==> src/rtl/receive_chars_pkg.sv <==
// Constants shared by the UART receive and transmit controllers: RAM geometry,
// character format, transfer framing and the common 2-bit state encoding.
`default_nettype none

package receive_chars_pkg;

  localparam int RAM_ADDR_BITS = 6;
  localparam int DATA_BITS     = 8;

  localparam logic [RAM_ADDR_BITS-1:0] START_ADDRESS = 6'd0;
  localparam logic [DATA_BITS-1:0]     TERMINATOR    = 8'h0D;

  localparam int STATE_BITS = 2;
  typedef logic [STATE_BITS-1:0] state_t;

  localparam state_t ST_IDLE      = 2'd0;
  localparam state_t ST_WAIT_CHAR = 2'd1;
  localparam state_t ST_WRITE     = 2'd2;
  localparam state_t ST_FINISH    = 2'd3;

  function automatic logic is_terminator(input logic [DATA_BITS-1:0] ch);
    return ch == TERMINATOR;
  endfunction

endpackage

`default_nettype wire

==> src/rtl/receive_chars.sv <==
// Pops characters from the UART receive FIFO and writes them to the character
// RAM from START_ADDRESS on, stopping at a character limit or after a terminator.
`default_nettype none

module receive_chars
  import receive_chars_pkg::*;
(
  input  logic                     clock,
  input  logic                     reset,
  input  logic                     start,
  input  logic [RAM_ADDR_BITS-1:0] max_chars,
  input  logic                     rx_empty,
  input  logic [DATA_BITS-1:0]     rx_data,
  output logic                     read_uart,
  output logic [RAM_ADDR_BITS-1:0] ram_address,
  output logic [DATA_BITS-1:0]     ram_data,
  output logic                     write_or_read,
  output logic                     receiving,
  output logic                     done,
  output logic [RAM_ADDR_BITS-1:0] char_count
);

  state_t                     state;
  state_t                     state_next;
  logic [RAM_ADDR_BITS-1:0]   limit;
  logic [RAM_ADDR_BITS-1:0]   limit_next;
  logic                       read_uart_next;
  logic [RAM_ADDR_BITS-1:0]   ram_address_next;
  logic [DATA_BITS-1:0]       ram_data_next;
  logic                       write_or_read_next;
  logic                       receiving_next;
  logic                       done_next;
  logic [RAM_ADDR_BITS-1:0]   char_count_next;
  logic                       limit_reached;

  assign limit_reached = (char_count == limit);

  always_ff @(posedge clock) begin
    if (!reset) begin
      state <= ST_IDLE;
    end else begin
      state <= state_next;
    end
  end

  // The limit check outranks a waiting character so a zero limit pops nothing.
  always_comb begin
    state_next = state;
    case (state)
      ST_IDLE: begin
        if (start) state_next = ST_WAIT_CHAR;
      end
      ST_WAIT_CHAR: begin
        if (limit_reached)  state_next = ST_FINISH;
        else if (!rx_empty) state_next = ST_WRITE;
      end
      ST_WRITE: begin
        if (is_terminator(ram_data)) state_next = ST_FINISH;
        else                         state_next = ST_WAIT_CHAR;
      end
      ST_FINISH: begin
        state_next = ST_IDLE;
      end
      default: begin
        state_next = ST_IDLE;
      end
    endcase
  end

  // Next values of the registered outputs; strobes default low, the rest hold.
  always_comb begin
    limit_next         = limit;
    read_uart_next     = 1'b0;
    write_or_read_next = 1'b0;
    done_next          = 1'b0;
    ram_address_next   = ram_address;
    ram_data_next      = ram_data;
    receiving_next     = receiving;
    char_count_next    = char_count;
    case (state)
      ST_IDLE: begin
        if (start) begin
          limit_next       = max_chars;
          ram_address_next = START_ADDRESS;
          char_count_next  = '0;
          receiving_next   = 1'b1;
        end
      end
      ST_WAIT_CHAR: begin
        if (!limit_reached && !rx_empty) begin
          ram_data_next      = rx_data;
          read_uart_next     = 1'b1;
          write_or_read_next = 1'b1;
        end
      end
      ST_WRITE: begin
        ram_address_next = ram_address + 1'b1;
        char_count_next  = char_count + 1'b1;
      end
      ST_FINISH: begin
        receiving_next = 1'b0;
        done_next      = 1'b1;
      end
      default: begin
        receiving_next = 1'b0;
      end
    endcase
  end

  always_ff @(posedge clock) begin
    if (!reset) begin
      limit         <= '0;
      read_uart     <= 1'b0;
      write_or_read <= 1'b0;
      receiving     <= 1'b0;
      done          <= 1'b0;
      ram_address   <= START_ADDRESS;
      ram_data      <= '0;
      char_count    <= '0;
    end else begin
      limit         <= limit_next;
      read_uart     <= read_uart_next;
      write_or_read <= write_or_read_next;
      receiving     <= receiving_next;
      done          <= done_next;
      ram_address   <= ram_address_next;
      ram_data      <= ram_data_next;
      char_count    <= char_count_next;
    end
  end

endmodule

`default_nettype wire

==> config.mk <==
export PLATFORM = sky130hd
export DESIGN_NAME = receive_chars
export DESIGN_NICKNAME = d
export VERILOG_FILES = /design/src/rtl/receive_chars_pkg.sv /design/src/rtl/receive_chars.sv
export SDC_FILE = /design/constraint.sdc
export NUM_CORES = 1
export LEC_CHECK = 0
export ABC_AREA = 1
export BUFFER_PORTS_ARGS = -buffer_cell sky130_fd_sc_hd__buf_4
export CORE_MARGIN = 4
export CORE_UTILIZATION = 50
export CTS_CLUSTER_DIAMETER = 100
export DETAILED_ROUTE_END_ITERATION = 6
export PLACE_DENSITY = 0.76
export SLEW_MARGIN = 30
export SYNTH_ARGS = -nofsm -noshare
export SYNTH_HDL_FRONTEND = slang
export SYNTH_SLANG_ARGS = --single-unit
==> constraint.sdc <==
create_clock -name clock -period 1.36 [get_ports clock]
set_input_delay 0.204 -clock clock [delete_from_list [all_inputs] [get_ports clock]]
set_output_delay 0.204 -clock clock [all_outputs]
set_load 0.005 [all_outputs]
==> qor.yml, run 1 <==
synthesis:
  syn_area_mm2: 0.00153
  yosysMostFrequentCell: "nand2_1"
  synthFlopType: "dfxtp_1"
  syn_inst: 224
  synth_top_area_share_pct: 40.5
  synth_cell_types: 25
  ys.warnings.count: 0
  ys_seq_area_share_pct: 40.5
  synthArstFlopShare_pct: 0
  yosys-top-cells-count: "52 x nand2_1, 42 x inv_1, 31 x dfxtp_1"
  syn-num-nets: 244
  synth_edf_count: 0
  synth_seq_cells: 31
  synth_area_per_cell_um2: 6.84
  synth_largest_area_cell: "dfxtp_1"
  synthTopCellsByArea: "dfxtp_1 41%, nand2_1 13%, inv_1 10%, a21oi_1 4.9%, nor2_1 4.9%"
global_route:
  track_usage_pct: 17.3
  overflow: 0
  antenna_found_initial: 0
  grt_pass1_vias: 1293
  grt_max_degree: 26
  grt_pass1_wl_um: 5490
floorplan:
  die_h_um: 63.3
  fp.dieW_um: 63.3
  rows: 19
  core_area_mm2: 0.00285
  pin_count: 42
  initial_utilization_pct: 53.7
  dieArea_mm2: 0.00401
pwr:
  cellPowerDensity_mw_per_mm2: 1140
  ir_drop_uv: 818
  p_leak_nw: 1.02
  p_total_w: 0.00233
drt:
  via_per_inst: 4.78
  route.detailed.drc: 0
  vias: 1502
  ant_nets: 0
  finalWirelength_um: 3330
  dr.pass1.iters: 4
  wl_per_cell_um: 10.6
  first_iter_violations: 60
timing:
  rsz0062_at_grt: "yes"
  finalSetupViolCount: 0
  fin_hold_ws_ns: 0.0832
  final.setup_skew_ns: 0.00916
  maxSlewViolCount: 0
  maxSlewHeadroom_pct: 72.9
  clock.fmax_ghz: 0.786
  hold_violations: 0
  period_needed_ns: 1.27
  fin_crit_sh_pct: 93.5
  tightest_slew_ns: 0.406
setup_path:
  r2r_start: "char_count[5]"
  arrival_ns: 1.55
  cp-startpoint: "char_count[5]"
  cp-start-kind: "flip-flop"
  worst-path-max-fanout: 7
  cp.required_ns: 1.64
  critPathKind: "flip-flop to flip-flop"
  critPathCaptureType: "flip-flop"
final_layout:
  area_growth_pct: 33.7
  fillers: 242
  drive_gt1_share_pct: 32.5
  n_antenna_cell: 0
  fin_nets: 303
clock_network:
  clk_pin_slew_ns: 0.09
  htree_levels: 2
  cts.path.max_buffers: 2
  cts.sinks: 31
  cts_tree: "built"
  holdBufCountCts: 0
  clockRootBuffer: "clkbuf_4"
  clock_latency_ns: 0.33
  cts_buffers: 5
outcome:
  status: "completed"
placed_design:
  io_buffer_count: 41
  post-dp-hpwl_um: 2540
  routabilityCongestion: 0.827
flow_run:
  drv_cap: 0
worst_hold_path:
  hold_path.class: "input pin to flip-flop"
  hp-start: "max_chars[1]"
## kinds of logic (layout without fill, tap and decap cells)
family | after synthesis | count (layout) | synth area share [%]
simple gates | 105 | 105 | 31.2
flops | 31 | 31 | 40.5
buf+inv | 52 | 111 | 14.2
compound gates | 34 | 34 | 12.4
fa+ha+maj | 2 | 2 | 1.63
## layout by cell type (no fill, tap or decap), types with 2 or more instances in the layout
cell       n
a21oi_1   15
buf_4     59
clkbuf_4   5
dfxtp_1   26
dfxtp_2    5
ha_1       2
inv_1     42
inv_2      2
nand2_1   52
nand3_1    4
nand4_1   10
nor2_1    17
nor2_2    13
nor3_1     4
o21ai_0   12
o22ai_1    2
o311a_1    2
## layout make-up
| class | instances | area (um^2) | share of cell area (%) |
|---|---|---|---|
| Multi-Input combinational cell | 141 | 713 | 34.8 |
| Sequential cell | 31 | 627 | 30.6 |
| Timing Repair Buffer | 59 | 443 | 21.6 |
| Inverter | 45 | 169 | 8.25 |
| Clock buffer | 6 | 51.3 | 2.51 |
| Tap cell | 31 | 38.8 | 1.89 |
| Clock inverter | 1 | 5.00 | 0.244 |
## stage by stage
step | instance area [um^2] | setup WS [ns] | setup TNS (ns) | util (%) | std cells
after detailed placement | 1960 | 0.0589 | 0 | 68.6 | 306
final | 2050 | 0.0880 | 0 | 71.8 | 314
after floorplan | 1530 | 0.161 | 0 | - | 224
after global placement | 1960 | 0.0626 | 0 | 68.6 | 306
after global routing | 2050 | -0.0171 | -0.0390 | 71.8 | 314
after CTS | 2010 | 0.0347 | 0 | 70.6 | 313
## sequential cells by signal, indices dropped and copies added, names as in the netlist
name	cells
char_count	6
done	1
limit	6
ram_address	6
ram_data	8
receiving	1
state	2
write_or_read	1
## worst max-delay path, stage by stage (launching register included)
cell     delay (ns)
dfxtp_1        0.39
inv_1          0.07
nand2_1        0.05
nand2_1        0.05
nor2_2         0.09
nand3_2        0.14
buf_4          0.19
nand4_1        0.07
nand2_1        0.08
nor2_2         0.07
## routing by layer
layer / track usage (%) / wire [um] / vias up
met3: 6.57 / 181 / 6
met4: 5.66 / 48 / 0
met1: 21.8 / 1620 / 647
met2: 27.1 / 1480 / 29
li1: - / - / 820
met5: 0 / 0 / -
## worst paths after layout
path	endpoint	slack, ns	depth (start not counted)
min	limit[1]	0.08	3
min reg2reg	limit[2]	0.47	2
max reg2reg	ram_data[5]	0.09	9
max	ram_data[5]	0.09	9
## report_power, final
part	switching [W]	internal, W	leakage, nW
Combinational	0.000395	0.000343	0.734
Sequential	0.0000535	0.000998	0.255
Clock	0.000301	0.000239	0.0341
## what timing repair did
action,CTS,global route
gates resized for setup,0,10
setup endpoints to repair,0,12
buffers inserted,0,1
Power figures use the tool's default switching activity.
==> inputs of run 2 (changes only) <==
PLACE_DENSITY = 0.77   (was 0.76)
==> run 2 against run 1 <==
  * Register-to-register slack got worse by 0.02 ns
  * Sequential share of layout area decreased by 1.1 points
  * Setup slack got worse by 0.016 ns
  * Critical path depth unchanged
  * Sequential power about the same
  * Largest cell class unchanged
  * Design area increased by 3.1%
  * Maximum frequency decreased by 1.3%
==> qor.yml, run 2 (synthesis results as in run 1) <==
final_layout:
  finalInstanceArea_mm2: 0.00211  # was 0.00205 mm^2
  area_growth_pct: 37.7  # was 33.7%
  drive_gt1_share_pct: 33.3  # was 32.5%
  top_register: "ram_data"  # unchanged
  fin_nets: 310  # was 303
  final_common_cell: "buf_4"  # unchanged
  n_antenna_cell: 0  # unchanged
  final_cell_mix: "62 x buf_4, 52 x nand2_1, 39 x inv_1"  # was 59 x buf_4, 52 x nand2_1, 42 x inv_1
  fillers: 235  # was 242
  largest_reg_flops: 8  # unchanged
outcome:
  status: "completed"  # unchanged
setup_path:
  critPathCaptureType: "flip-flop"  # unchanged
  critPathKind: "flip-flop to flip-flop"  # unchanged
  cp-startpoint: "char_count[5]"  # unchanged
  reg2reg_depth: 9  # unchanged
  arrival_ns: 1.56  # was 1.55 ns
  r2r_slack_ns: 0.07  # was 0.09 ns
  r2r_end: "ram_data[0]"  # was ram_data[5]
  cp.required_ns: 1.63  # was 1.64 ns
  cp-start-kind: "flip-flop"  # unchanged
  worst-path-max-fanout: 5  # was 7
  r2r_start: "char_count[5]"  # unchanged
worst_hold_path:
  whs_path_depth: 3  # unchanged
  hp-start: "max_chars[1]"  # unchanged
  hold_path.class: "input pin to flip-flop"  # unchanged
  worst_hold_path.endpoint: "limit[1]"  # unchanged
timing:
  maxSlewHeadroom_pct: 78.9  # was 72.9%
  hold_violations: 0  # unchanged
  period_needed_ns: 1.29  # was 1.27 ns
  fin_ws_ns: 0.0715  # was 0.0880 ns
  rsz0062_at_grt: "yes"  # unchanged
  fin_crit_sh_pct: 94.7  # was 93.5%
  clock.fmax_ghz: 0.776  # was 0.786 GHz
  tns_ns: 0  # unchanged
  finalSetupViolCount: 0  # unchanged
  fin_hold_ws_ns: 0.102  # was 0.0832 ns
  tightest_slew_ns: 0.316  # was 0.406 ns
  final.setup_skew_ns: 0.0109  # was 0.00916 ns
  maxSlewViolCount: 0  # unchanged
clock_network:
  cts.sinks: 31  # unchanged
  cts.path.max_buffers: 2  # unchanged
  cts_tree: "built"  # unchanged
  htree_levels: 2  # unchanged
  clock_latency_ns: 0.33  # about the same
  clk_pin_slew_ns: 0.09  # about the same
  clockRootBuffer: "clkbuf_4"  # unchanged
  cts_buffers: 5  # unchanged
pwr:
  p_leak_nw: 1.05  # was 1.02 nW
  ir_drop_uv: 821  # was 818 uV
  p_sw_share_pct: 33.0  # was 32.2%
  cellPowerDensity_mw_per_mm2: 1140  # about the same
  seq_power_share_pct: 43.7  # was 45.1%
  combinationalPowerShare_pct: 35.6  # was 31.7%
  p_clk_share_pct: 20.7  # was 23.2%
  power_switching_w: 0.000795  # was 0.000749 W
  p_int_w: 0.00161  # was 0.00158 W
drt:
  ant_nets: 0  # unchanged
  dr.pass1.iters: 4  # unchanged
  wl_per_cell_um: 10.9  # was 10.6 um
  route.detailed.drc: 0  # unchanged
  vias: 1562  # was 1502
  finalWirelength_um: 3520  # was 3330 um
  first_iter_violations: 99  # was 60
  via_per_inst: 4.85  # was 4.78
global_route:
  overflow: 0  # unchanged
  antenna_found_initial: 0  # unchanged
  track_usage_pct: 17.9  # was 17.3%
  grt_util_met1_pct: 22.2  # was 21.8%
  grt_util_met2_pct: 28.8  # was 27.1%
  gr-max-usage-layer: "met2"  # unchanged
  grt_max_degree: 26  # unchanged
  grt_pass1_vias: 1393  # was 1293
  gr-usage-met3_pct: 5.15  # was 6.57%
  grt_pass1_wl_um: 5720  # was 5490 um
placed_design:
  place_ws_ns: 0.0494  # was 0.0589 ns
  placed_area_mm2: 0.00197  # was 0.00196 mm^2
  routabilityCongestion: 0.795  # was 0.827
  post-dp-hpwl_um: 2560  # was 2540 um
  io_buffer_count: 41  # unchanged
floorplan:
  pin_count: 42  # unchanged
  core_area_mm2: 0.00285  # unchanged
  fp.dieW_um: 63.3  # unchanged
  dieArea_mm2: 0.00401  # unchanged
  initial_utilization_pct: 53.7  # unchanged
  rows: 19  # unchanged
  die_h_um: 63.3  # unchanged
flow_run:
  drv_cap: 0  # unchanged
run 2: cell count changes in the layout (fill, tap and decap cells not counted), sizes merged:
cell,previous run,this run
buf,59,66
clkinvlp,0,1
inv,44,43
clkbuf,6,7
run 2: layout make-up:
cell class | count | area, um^2 | area share [%]
inverter | 45 | 173 | 8.19
multi-input combinational | 141 | 721 | 34.2
clock inverter | 1 | 5.00 | 0.237
sequential | 31 | 623 | 29.5
clock buffer | 7 | 45.0 | 2.14
timing repair buffer | 66 | 504 | 23.9
tap | 31 | 38.8 | 1.84
run 2: what timing repair did:
| item | in CTS | in global routing |
|---|---|---|
| gates resized for setup | 0 | 15 |
| hold buffers | 0 | 0 |
| endpoints found under the setup margin | 0 | 15 |
| setup buffers | 0 | 6 |
run 2: metal layers:
layer  part of all wire [%]  wire (um)
met5                      0          0
met4                    1.5         53
met3                    4.5        158
met2                     47       1660
met1                     47       1650
run 2: how the worst max path moves through the flow:
stage / endpoint / slack [ns]
after CTS: ram_data[0] / 0.03
final: ram_data[0] / 0.07
after global placement: ram_data[3] / 0.06
after global routing: char_count[4] / -0.04
after floorplan: state[0] / 0.16
after detailed placement: ram_data[2] / 0.05
run 2: per-stage QoR:
stage,utilization [%],instances,total power [W]
after CTS,70.9,316,0.00232
after detailed placement,69.1,308,0.00182
after global routing,73.9,322,0.00258
after floorplan,-,224,0.00152
after global placement,69.1,308,0.00181
final,73.9,322,0.00241
run 2: critical path: stages, from the launching register on:
cell and delay [ns]:
dfxtp_1 0.40, inv_1 0.07, nand2_1 0.06, nand2_1 0.06, nor2_2 0.14, nand3_4 0.14
buf_6 0.15, nand4_1 0.06, nand2_1 0.07, nor2_2 0.08
run 2: power groups by stage:
stage	Clock (W)	Combinational, W	Sequential, W
6_report	0.000500	0.000857	0.00105
5_1_grt	0.000563	0.000955	0.00107
4_1_cts	0.000519	0.000748	0.00105
3_5_place_dp	0	0.000746	0.00107
3_3_place_gp	0	0.000740	0.00107
2_1_floorplan	0	0.000443	0.00107
